[src/rtl/matrix_tx.sv]
// Serialises a 16x16 LED frame row by row onto a 3-wire shift-register bus (sclk, sdo, latch).
// Optional MATRIX_TX_ROWADDR_EN prefixes each row with its 4-bit row address, MSB first.
module matrix_tx #(
   parameter int CLK_DIV = 2,
   parameter int ROWS    = 16,
   parameter int COLS    = 16
) (
   input  logic                 clk,
   input  logic                 reset,
   input  logic [ROWS*COLS-1:0] matrix,
   input  logic                 start,
   output logic                 busy,
   output logic                 done,
   output logic                 sclk,
   output logic                 sdo,
   output logic                 latch
);

`ifdef MATRIX_TX_ROWADDR_EN
   localparam int ADDR_BITS = 4;
`else
   localparam int ADDR_BITS = 0;
`endif
   localparam int ROW_BITS = COLS + ADDR_BITS;
   localparam int BIT_W    = $clog2(ROW_BITS);
   localparam int ROW_W    = $clog2(ROWS);

   localparam logic [7:0]       DIV_LOAD = 8'(CLK_DIV - 1);
   localparam logic [BIT_W-1:0] BIT_TOP  = BIT_W'(ROW_BITS - 1);
   localparam logic [ROW_W-1:0] ROW_LAST = ROW_W'(ROWS - 1);

   typedef enum logic [2:0] {
      IDLE,
      SHIFT_LO,
      SHIFT_HI,
      LATCH,
      DONE
   } state_t;

   state_t                 state_reg, state_next;
   logic [7:0]             cnt_reg, cnt_next;
   logic [ROW_W-1:0]       row_reg, row_next;
   logic [BIT_W-1:0]       bit_reg, bit_next;
   logic [ROWS*COLS-1:0]   shadow_reg, shadow_next;

   logic busy_reg, busy_next;
   logic done_reg, done_next;
   logic sclk_reg, sclk_next;
   logic sdo_reg, sdo_next;
   logic latch_reg, latch_next;

   // Row view of the frame that will be in the shadow register after this edge.
   logic [COLS-1:0] row_words [ROWS];

   genvar gi;
   generate
      for (gi = 0; gi < ROWS; gi++) begin : g_rows
         assign row_words[gi] = shadow_next[gi*COLS +: COLS];
      end
   endgenerate

   always_ff @(posedge clk) begin
      if (!reset) begin
         state_reg  <= IDLE;
         cnt_reg    <= 8'd0;
         row_reg    <= '0;
         bit_reg    <= '0;
         shadow_reg <= '0;
         busy_reg   <= 1'b0;
         done_reg   <= 1'b0;
         sclk_reg   <= 1'b0;
         sdo_reg    <= 1'b0;
         latch_reg  <= 1'b0;
      end else begin
         state_reg  <= state_next;
         cnt_reg    <= cnt_next;
         row_reg    <= row_next;
         bit_reg    <= bit_next;
         shadow_reg <= shadow_next;
         busy_reg   <= busy_next;
         done_reg   <= done_next;
         sclk_reg   <= sclk_next;
         sdo_reg    <= sdo_next;
         latch_reg  <= latch_next;
      end
   end

   // Next-state logic; every phase lasts CLK_DIV cycles, counted down from CLK_DIV-1.
   always_comb begin
      state_next  = state_reg;
      cnt_next    = (cnt_reg != 8'd0) ? cnt_reg - 8'd1 : cnt_reg;
      row_next    = row_reg;
      bit_next    = bit_reg;
      shadow_next = shadow_reg;

      case (state_reg)
         IDLE, DONE: begin
            if (start) begin
               shadow_next = matrix;
               row_next    = '0;
               bit_next    = BIT_TOP;
               cnt_next    = DIV_LOAD;
               state_next  = SHIFT_LO;
            end else begin
               state_next  = IDLE;
            end
         end

         SHIFT_LO: begin
            if (cnt_reg == 8'd0) begin
               cnt_next   = DIV_LOAD;
               state_next = SHIFT_HI;
            end
         end

         SHIFT_HI: begin
            if (cnt_reg == 8'd0) begin
               cnt_next = DIV_LOAD;
               if (bit_reg != '0) begin
                  bit_next   = bit_reg - 1'b1;
                  state_next = SHIFT_LO;
               end else begin
                  state_next = LATCH;
               end
            end
         end

         LATCH: begin
            if (cnt_reg == 8'd0) begin
               cnt_next = DIV_LOAD;
               if (row_reg != ROW_LAST) begin
                  row_next   = row_reg + 1'b1;
                  bit_next   = BIT_TOP;
                  state_next = SHIFT_LO;
               end else begin
                  state_next = DONE;
               end
            end
         end

         default: begin
            state_next = IDLE;
         end
      endcase
   end

   // Outputs are decoded from the next state so every pin comes straight from a flop.
   always_comb begin
      busy_next  = (state_next == SHIFT_LO) || (state_next == SHIFT_HI) || (state_next == LATCH);
      done_next  = (state_next == DONE);
      sclk_next  = (state_next == SHIFT_HI);
      latch_next = (state_next == LATCH);
      sdo_next   = 1'b0;
      if ((state_next == SHIFT_LO) || (state_next == SHIFT_HI)) begin
`ifdef MATRIX_TX_ROWADDR_EN
         if (bit_next >= BIT_W'(COLS)) begin
            sdo_next = row_next[bit_next[1:0]];
         end else begin
            sdo_next = row_words[row_next][bit_next[3:0]];
         end
`else
         sdo_next = row_words[row_next][bit_next];
`endif
      end
   end

   assign busy  = busy_reg;
   assign done  = done_reg;
   assign sclk  = sclk_reg;
   assign sdo   = sdo_reg;
   assign latch = latch_reg;

endmodule

[config.mk]
export PLATFORM = sky130hd
export DESIGN_NAME = matrix_tx
export DESIGN_NICKNAME = d
export VERILOG_FILES = /design/src/rtl/matrix_tx.sv
export SDC_FILE = /design/constraint.sdc
export NUM_CORES = 1
export LEC_CHECK = 0
export ABC_AREA = 1
export BUFFER_PORTS_ARGS = -buffer_cell sky130_fd_sc_hd__buf_2
export CORE_ASPECT_RATIO = 1.1
export CORE_MARGIN = 5
export CORE_UTILIZATION = 50
export DETAILED_ROUTE_END_ITERATION = 16
export PLACE_DENSITY = 0.76
export REMOVE_ABC_BUFFERS = 1
export SLEW_MARGIN = 20
export SYNTH_ARGS = -nofsm -noshare
export SYNTH_HDL_FRONTEND = slang
export SYNTH_SLANG_ARGS = --single-unit
[constraint.sdc]
create_clock -name clk -period 2.3 [get_ports clk]
set_clock_uncertainty 0.15 [all_clocks]
set_input_delay 0.23 -clock clk [delete_from_list [all_inputs] [get_ports clk]]
set_output_delay 0.23 -clock clk [all_outputs]
set_load 0.01 [all_outputs]
==> results.sh <==
export IMPL_synth_top_area_cell="dfxtp_1"
export IMPL_grt_setup_unrepaired="yes"
export IMPL_path_class="flop to flop"
export IMPL_port_buffers=263
export IMPL_die_area_um2=30140
export IMPL_drive_gt1_share_pct=33.26
export IMPL_die_x_um=166.0
export IMPL_num_io_pins=264
export IMPL_p_leak_nw=10.01
export IMPL_cp_max_fo=8
export IMPL_end_kind="flop"
export IMPL_min_from="matrix[151]"
export IMPL_grt_most_used_layer="met2"
export IMPL_relSlewSlack_pct=61.93
export IMPL_clk_path_buf_depth=3
export IMPL_grt_util_met3_pct=7.090
export IMPL_maxSlewViolCount=0
export IMPL_nets=2647
export IMPL_grt_pass1_vias=16760
export IMPL_synth_top_cell_area_share_pct=41.89
export IMPL_place_detailed_hpwl_um=29720
export IMPL_crit_chain="inv_2, ha_4, nand2_4, nor2_8, nand3_4, nand2_8, nand2_8, buf_8, buf_6, nand2_1, nand3_2, nand3_2, nand3_2, nand3_2, nand3_2, nand3_2, nand3_2, a21oi_2"
export IMPL_period_needed_ns=2.734
export IMPL_synth_area_leaders="dfxtp_1 (42%), nand3_1 (13%), mux2i_1 (9.6%), nor2_1 (7.2%), nand2_1 (5.9%)"
export IMPL_ys_seq_area_share_pct=41.89
export IMPL_syn_inst=1732
export IMPL_insertion_delay_ns=0.56
export IMPL_cp_slowest_cell="dfxtp_2"
export IMPL_fin_area_um2=20960
export IMPL_r2r_start="cnt_reg[1]"
export IMPL_num_rows=62
export IMPL_largest_register_ffs=256
export IMPL_power_mw=22.75
export IMPL_cts_buffers_inserted=29
export IMPL_start_kind="flop"
export IMPL_finalCritPeriodShare_pct=118.9
export IMPL_netlist_area_um2=13380
export IMPL_setup_slack_ns=-0.4339
export IMPL_htree_levels=1
export IMPL_routed_wl_um=58680
export IMPL_drc=0
export IMPL_core_region_area_um2=26220
export IMPL_use_met2_pct=60.69
export IMPL_pre_cts_ws_ns=-0.3989
export IMPL_critPathLaunch="cnt_reg[1]"
export IMPL_crit_path_frequent_cell="nand3_2"
export IMPL_hold_viol=0
export IMPL_cts_sink_count=280
export IMPL_violations="setup timing"
export IMPL_start_util_pct=51.04
export IMPL_overflow=0
export IMPL_cts_root_buf="clkbuf_16"
export IMPL_syn_to_final_growth_pct=56.61
export IMPL_maxCapViolations=0
export IMPL_dr_pass1_iters=8
export IMPL_grt_max_degree=111
export IMPL_required_ns=2.64
export IMPL_cpPeakStageDelay_ns=0.33
export IMPL_ant_nets=0
export IMPL_avgViaCountPerCell=5.969
export IMPL_num_vias=16460
export IMPL_grt_pass1_wl_um=88250
export IMPL_routabilityCongestion=0.9460
export IMPL_initialDrtViolationCount=2134
export IMPL_synth_seq_cells=280
export IMPL_fill_cells=1540
export IMPL_yosys_cell_types_count=41
export IMPL_ys_warn_count=0
export IMPL_dieHeight_um=181.6
export IMPL_post_dp_cell_area_um2=16660
export IMPL_worst_pin_slew_ns=0.5689
export IMPL_fmax_ghz=0.3658
export IMPL_hp_class="input pin to flop"
export IMPL_outcome="complete, but fails checks"
export IMPL_met1_usage_pct=39.80
export IMPL_setup_viol=2
export IMPL_irDropWorstVdd_v=0.0007352
export IMPL_clk_pin_slew_ns=0.06
export IMPL_cp_arrival_ns=3.07
export IMPL_grtUsageTotal_pct=35.45
export IMPL_regToRegSetupSlack_ns=-0.43
export IMPL_postSynthAreaPerCell_um2=7.726
export IMPL_wire_per_inst_um=21.28
export IMPL_powerDensity_nw_per_um2=1086
export IMPL_antenna_found_initial=1
export IMPL_cts_tree="built"
[metrics by stage]
step	util [%]	cells	hold WS, ns	setup TNS [ns]
after global routing	79.92	2757	0.06474	-0.5533
after CTS	78.71	2751	0.01396	-0.1434
final	79.92	2758	0.02617	-0.4556
after global placement	63.55	2462	0.3070	-0.3596
after floorplan	-	1594	0.1776	-364.98
after detailed placement	63.55	2462	0.3141	-0.4008
[cells in the final DEF, fill, tap and decap left out, drive strengths merged, types with 5 or more instances in the layout]
master         n
a21oi         38
nand3        360
or2          100
dfxtp        280
inv           36
mux2i        128
nand4         32
clkbuf        43
o21a           5
o21ai        105
nand2        221
clkinv        10
buf          567
ha             5
xor2           6
nor2         263
dlygate4sd3  184
[final cells by class]
class                      instances  area [um^2]  area share, %
antenna                            1        2.502        0.01194
clock buffer                      39        823.3          3.929
tap                              352        440.4          2.102
multi-input combinational       1278         7348          35.06
inverter                          38        178.9         0.8538
timing repair buffer             756         6389          30.49
clock inverter                    14        157.7         0.7523
sequential                       280         5617          26.80
[what timing repair did]
| item | CTS | global route |
|---|---|---|
| gates resized for setup | 116 | 49 |
| hold buffers | 184 | 0 |
| endpoints found under the setup margin | 3 | 9 |
| pin swaps | 45 | 21 |
| cloned | 13 | 5 |
| hold endpoints to repair | 184 | 0 |
| setup buffers | 39 | 4 |
[Yosys cell counts, drive strengths merged]
cell type,n
o2111ai,1
ha,5
a21oi,38
nand4,32
clkbuf,54
o21a,5
o21ai,105
a211oi,1
nor3b,1
nor4,3
or2,100
buf,84
nor2,263
nor3,2
xnor2,2
mux2i,128
nand3,360
a311oi,1
dfxtp,280
o221ai,1
xor2,6
nand2,219
inv,38
o211ai,3
[worst paths after layout]
kind | endpoint | cells past startpoint
max | sdo | 18
min | shadow_reg[151] | 5
max reg2reg | sdo | 18
min reg2reg | shadow_reg[156] | 2
[where the power goes]
part	leakage [nW]	total [mW]	internal, mW	switching (mW)
registers	2.31	6.40	5.96	0.439
logic	7.22	11.5	5.19	6.26
clock network	0.484	4.89	2.84	2.05
[layer usage]
layer | part of all wire (%) | wire, um
met1 | 33 | 19450
met2 | 47 | 27770
met3 | 11 | 6235
met4 | 8.9 | 5204
met5 | 0.024 | 14
[cell families after synthesis]
| family | after synthesis | synth area share [%] |
|---|---|---|
| simple gates | 980 | 34.32 |
| buf+inv | 176 | 7.031 |
| fa+ha+maj | 5 | 0.4675 |
| flops | 280 | 41.89 |
| xor+xnor | 8 | 0.5236 |
| mux | 128 | 9.575 |
| compound gates | 155 | 6.190 |
[worst max-delay path, delay by kind of cell (launching register included)]
kind            cells  cell delay [ns]
buf+inv             3             0.41
compound gates      1             0.13
flops               1             0.33
fa+ha+maj           1             0.14
simple gates       13             1.51
No activity file was read; power rests on OpenSTA's default activity.
